$ cat src/rtl/matrix_pkg.sv
// rtl/matrix_pkg.sv - shared constants and types for the 5x5 inverter and its checker
package matrix_pkg;

    localparam int MAT_N = 5;
    localparam int MAT_W = 32;

    typedef logic [2:0]       idx_t;
    typedef logic [MAT_W-1:0] elem_t;

    typedef enum logic [1:0] {
        IDLE,
        MAC,
        DONE
    } chk_state_t;

endpackage

$ cat src/rtl/inv_check_mac.sv
// rtl/inv_check_mac.sv - combinational multiply with registered, wrapping accumulator
module inv_check_mac #(
    parameter int W = 32
) (
    input  logic         clk,
    input  logic         rst,
    input  logic         clr,
    input  logic         en,
    input  logic [W-1:0] x,
    input  logic [W-1:0] y,
    output logic [W-1:0] acc_q,
    output logic [W-1:0] sum_d
);

    logic [W-1:0] term;
    logic [W-1:0] acc_d;

    // Only the low W bits of the product matter since everything wraps modulo 2^W.
    always_comb begin
        term  = x * y;
        sum_d = acc_q + term;
        acc_d = acc_q;
        if (clr) begin
            acc_d = '0;
        end else if (en) begin
            acc_d = sum_d;
        end
    end

    always_ff @(posedge clk) begin
        if (rst) begin
            acc_q <= '0;
        end else begin
            acc_q <= acc_d;
        end
    end

endmodule

$ cat src/rtl/matrix_inv_check.sv
// rtl/matrix_inv_check.sv - sequential A*INV == d*I checker, one MAC per cycle
module matrix_inv_check
    import matrix_pkg::*;
#(
    parameter int W = MAT_W,
    parameter int N = MAT_N
) (
    input  logic             clk,
    input  logic             rst,
    input  logic             in_valid,
    output logic             in_ready,
    input  logic [N*N*W-1:0] a_flat,
    input  logic [N*N*W-1:0] inv_flat,
    output logic             out_valid,
    input  logic             out_ready,
    output logic             pass,
    output logic [W-1:0]     scale,
    output idx_t             err_row,
    output idx_t             err_col
);

    localparam int IW = (N > 1) ? $clog2(N) : 1;
    localparam logic [IW-1:0] LAST = IW'(N - 1);

    chk_state_t state_q, state_d;

    logic [W-1:0] a_q   [N][N];
    logic [W-1:0] a_d   [N][N];
    logic [W-1:0] inv_q [N][N];
    logic [W-1:0] inv_d [N][N];

    logic [IW-1:0] r_q, r_d, c_q, c_d, k_q, k_d;

    logic         err_seen_q, err_seen_d;
    idx_t         err_r_q, err_r_d, err_c_q, err_c_d;
    logic [W-1:0] scale_w_q, scale_w_d;

    logic         pass_q, pass_d;
    logic [W-1:0] scale_q, scale_d;
    idx_t         err_row_q, err_row_d, err_col_q, err_col_d;

    logic         xfer, final_cyc, last_elem, at_origin, fail_now;
    logic [W-1:0] acc_q, sum_d;

    assign xfer      = in_valid && (state_q == IDLE);
    assign final_cyc = (state_q == MAC) && (k_q == LAST);
    assign last_elem = final_cyc && (r_q == LAST) && (c_q == LAST);
    assign at_origin = (r_q == '0) && (c_q == '0);

    inv_check_mac #(.W(W)) u_mac (
        .clk   (clk),
        .rst   (rst),
        .clr   (xfer || final_cyc),
        .en    (state_q == MAC),
        .x     (a_q[r_q][k_q]),
        .y     (inv_q[k_q][c_q]),
        .acc_q (acc_q),
        .sum_d (sum_d)
    );

    always_ff @(posedge clk) begin
        if (rst) begin
            state_q <= IDLE;
        end else begin
            state_q <= state_d;
        end
    end

    always_comb begin
        state_d = state_q;
        case (state_q)
            IDLE:    if (in_valid)  state_d = MAC;
            MAC:     if (last_elem) state_d = DONE;
            DONE:    if (out_ready) state_d = IDLE;
            default: state_d = IDLE;
        endcase
    end

    always_comb begin
        in_ready  = (state_q == IDLE);
        out_valid = (state_q == DONE);
    end

    // Operands are captured on the transfer edge so the source may move on immediately.
    always_comb begin
        a_d   = a_q;
        inv_d = inv_q;
        if (xfer) begin
            for (int r = 0; r < N; r++) begin
                for (int c = 0; c < N; c++) begin
                    a_d[r][c]   = a_flat[(r*N + c)*W +: W];
                    inv_d[r][c] = inv_flat[(r*N + c)*W +: W];
                end
            end
        end
    end

    always_ff @(posedge clk) begin
        a_q   <= a_d;
        inv_q <= inv_d;
    end

    always_comb begin
        r_d = r_q;
        c_d = c_q;
        k_d = k_q;
        if (xfer) begin
            r_d = '0;
            c_d = '0;
            k_d = '0;
        end else if (state_q == MAC) begin
            k_d = k_q + IW'(1);
            if (k_q == LAST) begin
                k_d = '0;
                if (c_q == LAST) begin
                    c_d = '0;
                    r_d = (r_q == LAST) ? '0 : r_q + IW'(1);
                end else begin
                    c_d = c_q + IW'(1);
                end
            end
        end
    end

    always_comb begin
        fail_now = 1'b0;
        if (final_cyc) begin
            if (at_origin) begin
                fail_now = (sum_d == '0);
            end else if (r_q == c_q) begin
                fail_now = (sum_d != scale_w_q);
            end else begin
                fail_now = (sum_d != '0);
            end
        end
    end

    // Working state for the current pair; the visible result only updates on entry to DONE.
    always_comb begin
        err_seen_d = err_seen_q;
        err_r_d    = err_r_q;
        err_c_d    = err_c_q;
        scale_w_d  = scale_w_q;
        if (xfer) begin
            err_seen_d = 1'b0;
            err_r_d    = '0;
            err_c_d    = '0;
            scale_w_d  = '0;
        end else begin
            if (fail_now && !err_seen_q) begin
                err_seen_d = 1'b1;
                err_r_d    = idx_t'(r_q);
                err_c_d    = idx_t'(c_q);
            end
            if (final_cyc && at_origin) begin
                scale_w_d = sum_d;
            end
        end
    end

    always_comb begin
        pass_d    = pass_q;
        scale_d   = scale_q;
        err_row_d = err_row_q;
        err_col_d = err_col_q;
        if (last_elem) begin
            pass_d    = !err_seen_d;
            scale_d   = scale_w_d;
            err_row_d = err_seen_d ? err_r_d : '0;
            err_col_d = err_seen_d ? err_c_d : '0;
        end
    end

    always_ff @(posedge clk) begin
        if (rst) begin
            r_q        <= '0;
            c_q        <= '0;
            k_q        <= '0;
            err_seen_q <= 1'b0;
            err_r_q    <= '0;
            err_c_q    <= '0;
            scale_w_q  <= '0;
            pass_q     <= 1'b0;
            scale_q    <= '0;
            err_row_q  <= '0;
            err_col_q  <= '0;
        end else begin
            r_q        <= r_d;
            c_q        <= c_d;
            k_q        <= k_d;
            err_seen_q <= err_seen_d;
            err_r_q    <= err_r_d;
            err_c_q    <= err_c_d;
            scale_w_q  <= scale_w_d;
            pass_q     <= pass_d;
            scale_q    <= scale_d;
            err_row_q  <= err_row_d;
            err_col_q  <= err_col_d;
        end
    end

    assign pass    = pass_q;
    assign scale   = scale_q;
    assign err_row = err_row_q;
    assign err_col = err_col_q;

endmodule

$ cat config.mk
export PLATFORM = sky130hd
export DESIGN_NAME = matrix_inv_check
export DESIGN_NICKNAME = d
export VERILOG_FILES = /design/src/rtl/matrix_pkg.sv /design/src/rtl/inv_check_mac.sv /design/src/rtl/matrix_inv_check.sv
export SDC_FILE = /design/constraint.sdc
export NUM_CORES = 2
export LEC_CHECK = 0
export CAP_MARGIN = 20
export CORE_AREA = 2 2 648 650
export DETAILED_ROUTE_END_ITERATION = 10
export DIE_AREA = 0 0 650 652
export DONT_BUFFER_PORTS = 1
export SETUP_SLACK_MARGIN = 0.15
export SYNTH_ARGS = -nofsm -noshare
export SYNTH_HDL_FRONTEND = slang
export SYNTH_HIERARCHICAL = 1
export SYNTH_SLANG_ARGS = --single-unit
$ cat constraint.sdc
create_clock -name clk -period 128.7 [get_ports clk]
set_clock_uncertainty 0.1 [all_clocks]
set_input_delay 38.61 -clock clk [delete_from_list [all_inputs] [get_ports clk]]
set_output_delay 38.61 -clock clk [all_outputs]
set_load 0.03 [all_outputs]
### After elaboration in Yosys (flattened, before gate mapping)

Index checks and enable logic that the tools add are counted.

| storage, ports and cells | value |
|---|---|
| input bits | 1604 |
| output and inout port bits | 41 |
| register bits after elaboration | 1721 |
| logic and storage cells | 136 |

| operators by class | value |
|---|---|
| equal/unequal tests | 10 |
| multiply operators | 1 |
| order comparisons | 3 |
| $add $sub $neg | 4 |
| mux-type cells | 32 |
| bitwise gates (word level) | 3 |
| reductions and logical operators | 20 |

Operator list:

| operator | number |
|---|---|
| binary-select mux 160 bit (select 3 bit) | 2 |
| 2-to-1 mux 160 bit | 4 |
| binary-select mux 32 bit (select 3 bit) | 2 |
| 2-to-1 mux 32 bit | 6 |
| adder 32 bit | 1 |
| logical NOT 32 bit | 1 |
| multiplier 32 x 32 -> 32 bit | 1 |
| inequality test 32 bit | 1 |
| nonzero test 32 bit | 1 |
| 2-to-1 mux 3 bit | 9 |
| greater-or-equal comparator 4 bit, second input constant | 3 |
| NOT 3 -> 4 bit | 3 |
| adder 3 x 1 -> 3 bit, second input constant | 3 |
| == test 3 bit, second input constant | 3 |
| logical AND 1 bit | 7 |
| logical NOT 3 bit | 2 |
| 2-to-1 mux 2 bit | 3 |
| case mux 2 bit (3 select lines) | 1 |
| AND reduction 3 bit | 2 |
| 2-to-1 mux 1 bit | 5 |
| inequality test 2 bit, second input constant | 2 |
| OR reduction 2 bit | 2 |
| == test 3 bit | 1 |
| == test 2 x 1 -> 1 bit, second input constant | 1 |
| other kinds (6) | 7 |

### Depth between registers and ports, before layout

| logic depth | value |
|---|---|
| word-level depth | 17 |
| mapped depth | 47 |
| mapped depth without buffers | 38 |

### Modules after synthesis

The synthesis kept the hierarchy.

Modules (own cells, without submodules):

| module | area an instance (µm²) | cells each | sequential area each (µm²) | instances |
|---|---|---|---|---|
| matrix_inv_check | 64684.5 | 2897 | 49827.8 | 1 |
| inv_check_mac | 18041.1 | 1976 | 640.6 | 1 |

### Worst setup path before layout

OpenSTA, ideal clock, no wires.

| path | value |
|---|---|
| path kind | input to register |
| start | input in_valid |
| end | register a_q[0] in the netlist's numbering, enable pin |
| buffers on the path | 2 |
| required time | 126018 ps |
| cell stages on the path | 4 |
| setup slack | 43799 ps |
| arrival | 82220 ps |
| library setup time | 2582 ps |
| cell sequence | nand2_1 > inv_1 > clkbuf_1 > buf_1 |

| on the way | value |
|---|---|
| word-level cells in the longest chain between the ends | 1 |

RTL lines:

| item | RTL line | source |
|---|---|---|
| from (decl) | matrix_inv_check.sv:10 | `input logic in_valid,` |
| logical AND 1 bit | matrix_inv_check.sv:45 | `assign xfer = in_valid && (state_q == IDLE);` |
| net xfer | matrix_inv_check.sv:42 | `logic xfer, final_cyc, last_elem, at_origin, fail_now;` |
| to (signal assigned) | matrix_inv_check.sv:99 | `a_q <= a_d;` |
| to (decl) | matrix_inv_check.sv:27 | `logic [W-1:0] a_q [N][N];` |

The timed path passes the listed nets, and every way through them passes these cells.
A chain may end at the register's enable or synchronous reset.

### Final worst setup path

| path | value |
|---|---|
| start | input in_valid |
| end | register inv_q[343] in the netlist's numbering, enable pin |

| on the way | value |
|---|---|
| word-level cells in the longest chain between the ends | 1 |

RTL lines:

| item | RTL line | source |
|---|---|---|
| logical AND 1 bit | matrix_inv_check.sv:45 |  |
| to (signal assigned) | matrix_inv_check.sv:100 | `inv_q <= inv_d;` |
| to (decl) | matrix_inv_check.sv:29 | `logic [W-1:0] inv_q [N][N];` |

No other way between the ends.

==> flow_summary.ini <==
[route]
num_vias = 47200
drc = 0
final_antenna_net_count = 1
drtIter0Drc = 5818
routedWlPerCell_um = 36.6
drtPass1Iterations = 5
wirelength_um = 395000
via_per_inst = 4.38

[grt]
gr-total-overflow = 0
antenna_found_initial = 463
track_usage = 0.180
grt_first_pass_wirelength_um = 498000
first_global_vias = 46600
grt_max_degree = 197

[die]
fp.coreArea_sq_um = 416000
die-width_um = 650
initial_core_util = 0.199
io_pins = 1645
die_y_um = 652
row_count = 237
dieArea_sq_um = 424000

[cts]
clock_path_buffers = 4
hold_buffers = 0
cts-root-buf = clkbuf_16
numCtsBuffers = 196
clkLatencyLatePin_ps = 940
cts_sinks = 1721
cts_tree = yes
cts_setup_buffers = 0
clkTransAtPathRegs_ps = 60
cts.htree.levels = 4
cts_resized = 0

[synth]
synth_top_cell_by_area = edfxtp_1
yosysSeqAreaShare = 0.610
synthMostInstantiatedCell = edfxtp_1
synthTopCellsByArea = edfxtp_1 (58%), mux4_2 (12%), fa_1 (11%)
synth-async-reset-ratio = 0
synth.avg_cell_area_sq_um = 17.0
synth_edf_count = 1600
synthesis.nets = 7045
synth-main-ff-cell = edfxtp_1
netlist_instances = 4873
synth-seq-cells = 1721
ys_types = 74
synth-warning-count = 6
synth.top_cells.by_count = edfxtp_1 (1600), inv_1 (498), fa_1 (438), mux4_2 (423), and2_1 (367)
synth_top_area_frac = 0.581
netlist_area_sq_um = 82700

[sta]
whs_ps = 396
setup_ws_ps = 85420
final-setup-viol-count = 0
min_period_ps = 43280
tns_ps = 0
fmax_ghz = 0.0231
slew_viol_final = 0
worst_pin_slew_ps = 1150
max_slew_margin = 0.236
fin_crit_sh = 0.336
finalHoldViolations = 0
rsz0062_at_grt = no

[worst_hold_path]
worstHoldPathCells = 2
min_path_type = reg -> reg
hp-start = err_c_q[1]$_SDFF_PP0_
min_to = err_c_q[1]$_SDFF_PP0_

[outcome]
status = finished with violations
violations = antenna violations

[worst_setup_path]
worst_ep_arrival_time_ps = 43680
end_kind = flip-flop
crit_required_ps = 129100
reg2regPathDepth = 39
crit_fanout = 118
r2r-end = err_r_q[1]$_SDFF_PP0_
r2r_start = r_q[0]$_SDFFE_PP0P_
r2r_slack_ps = 115080
path_class = in -> reg
startpoint_type = input pin

[placement]
routabilityCongestion = 1.00
preCtsSetupSlack_ps = 84460
numPortBuffers = 0
detailed_place_hpwl_um = 324000

[finish]
area_growth_pct = 16.8
utilization = 0.232
final_nets = 7095
fill_cells = 42900
final_layout_size_suffix_gt1_frac = 0.181

[flow_run]
drv_cap = 0
[cells by family after synthesis]
kind of cell	Yosys count	synth area share
flops	1721	0.610
simple gates	849	0.0540
buf+inv	824	0.0409
fa+ha+maj	568	0.126
mux	507	0.130
compound gates	273	0.0252
xor+xnor	131	0.0139
[worst max-delay path: stages]
cell     delay, ps
nand2_1        170
inv_8          680
buf_4          680
buf_4          650
buf_4          780
buf_4          890
buf_4          940
[through the flow]
step	instances	cell area (sq um)
after CTS	10600	96200
after floorplan	4873	82700
after detailed placement	10200	89600
after global routing	10700	96400
final	10800	96700
after global placement	10200	89600
[worst max-delay path by stage]
| stage | end | slack, ps | depth (start not counted) | start |
|---|---|---|---|---|
| floorplan | a_q[0]$_DFFE_PP_ | 43800 | 4 | in_valid |
| global placement | inv_q[306]$_DFFE_PP_ | 84580 | 7 | in_valid |
| detailed placement | inv_q[262]$_DFFE_PP_ | 84460 | 7 | in_valid |
| CTS | inv_q[12]$_DFFE_PP_ | 85510 | 7 | in_valid |
| global route | inv_q[343]$_DFFE_PP_ | 85120 | 7 | in_valid |
| finish | inv_q[343]$_DFFE_PP_ | 85420 | 7 | in_valid |
[cell usage in the layout, fill, tap and decap left out, types with 13 or more instances in the layout]
master      Yosys  final
clkinv_1       62     86
ha_1          130    130
nand3_1        17     14
clkinv_2        0     40
bufinv_16       0     26
nor2_1         73     73
a21oi_1        70     70
nor3_1         77     77
dfxtp_1       121    115
nand2_1       252    251
mux2i_1        59     59
xnor2_1        79     79
clkbuf_16       0    197
diode_2         0    194
clkbuf_1      160     35
o21ai_0        13     13
and2_1        367    367
mux4_2        423    423
inv_1         498    497
o221ai_2       20     37
a22oi_1        64     64
nor4_1         14     14
mux4_1         25     25
fa_1          438    438
o221ai_1       44     18
edfxtp_1     1600   1600
clkinvlp_4      0     13
buf_4           4    109
xor2_1         52     52
[layer usage]
layer | vias to the layer above | wire, um | GRT usage
met5 | - | 990 | 0
met4 | 102 | 16400 | 0.0582
met3 | 943 | 32400 | 0.0458
met2 | 2986 | 190000 | 0.302
met1 | 24900 | 155000 | 0.226
li1 | 18200 | - | -
[sequential cells by signal, summed over array words and instances (netlist names)]
register,flops
state_q,2
err_r_q,3
err_c_q,3
err_col,3
k_q,3
inv_q,800
r_q,3
err_seen_q,1
pass,1
u_mac/acc_q,32
a_q,800
c_q,3
scale_w_q,32
err_row,3
scale,32
[cell type report]
class,count,area (sq um),share of cell area
sequential,1721,50500,0.522
multi-input combinational,2328,29200,0.302
tap,5497,6880,0.0712
clock buffer,232,5060,0.0524
inverter,563,2120,0.0220
clock inverter,126,1530,0.0158
timing repair buffer,113,906,0.00937
antenna,194,485,0.00502
Power is not shown: default switching activity piles up to over one toggle a cycle in this logic, so the estimate is an artifact.
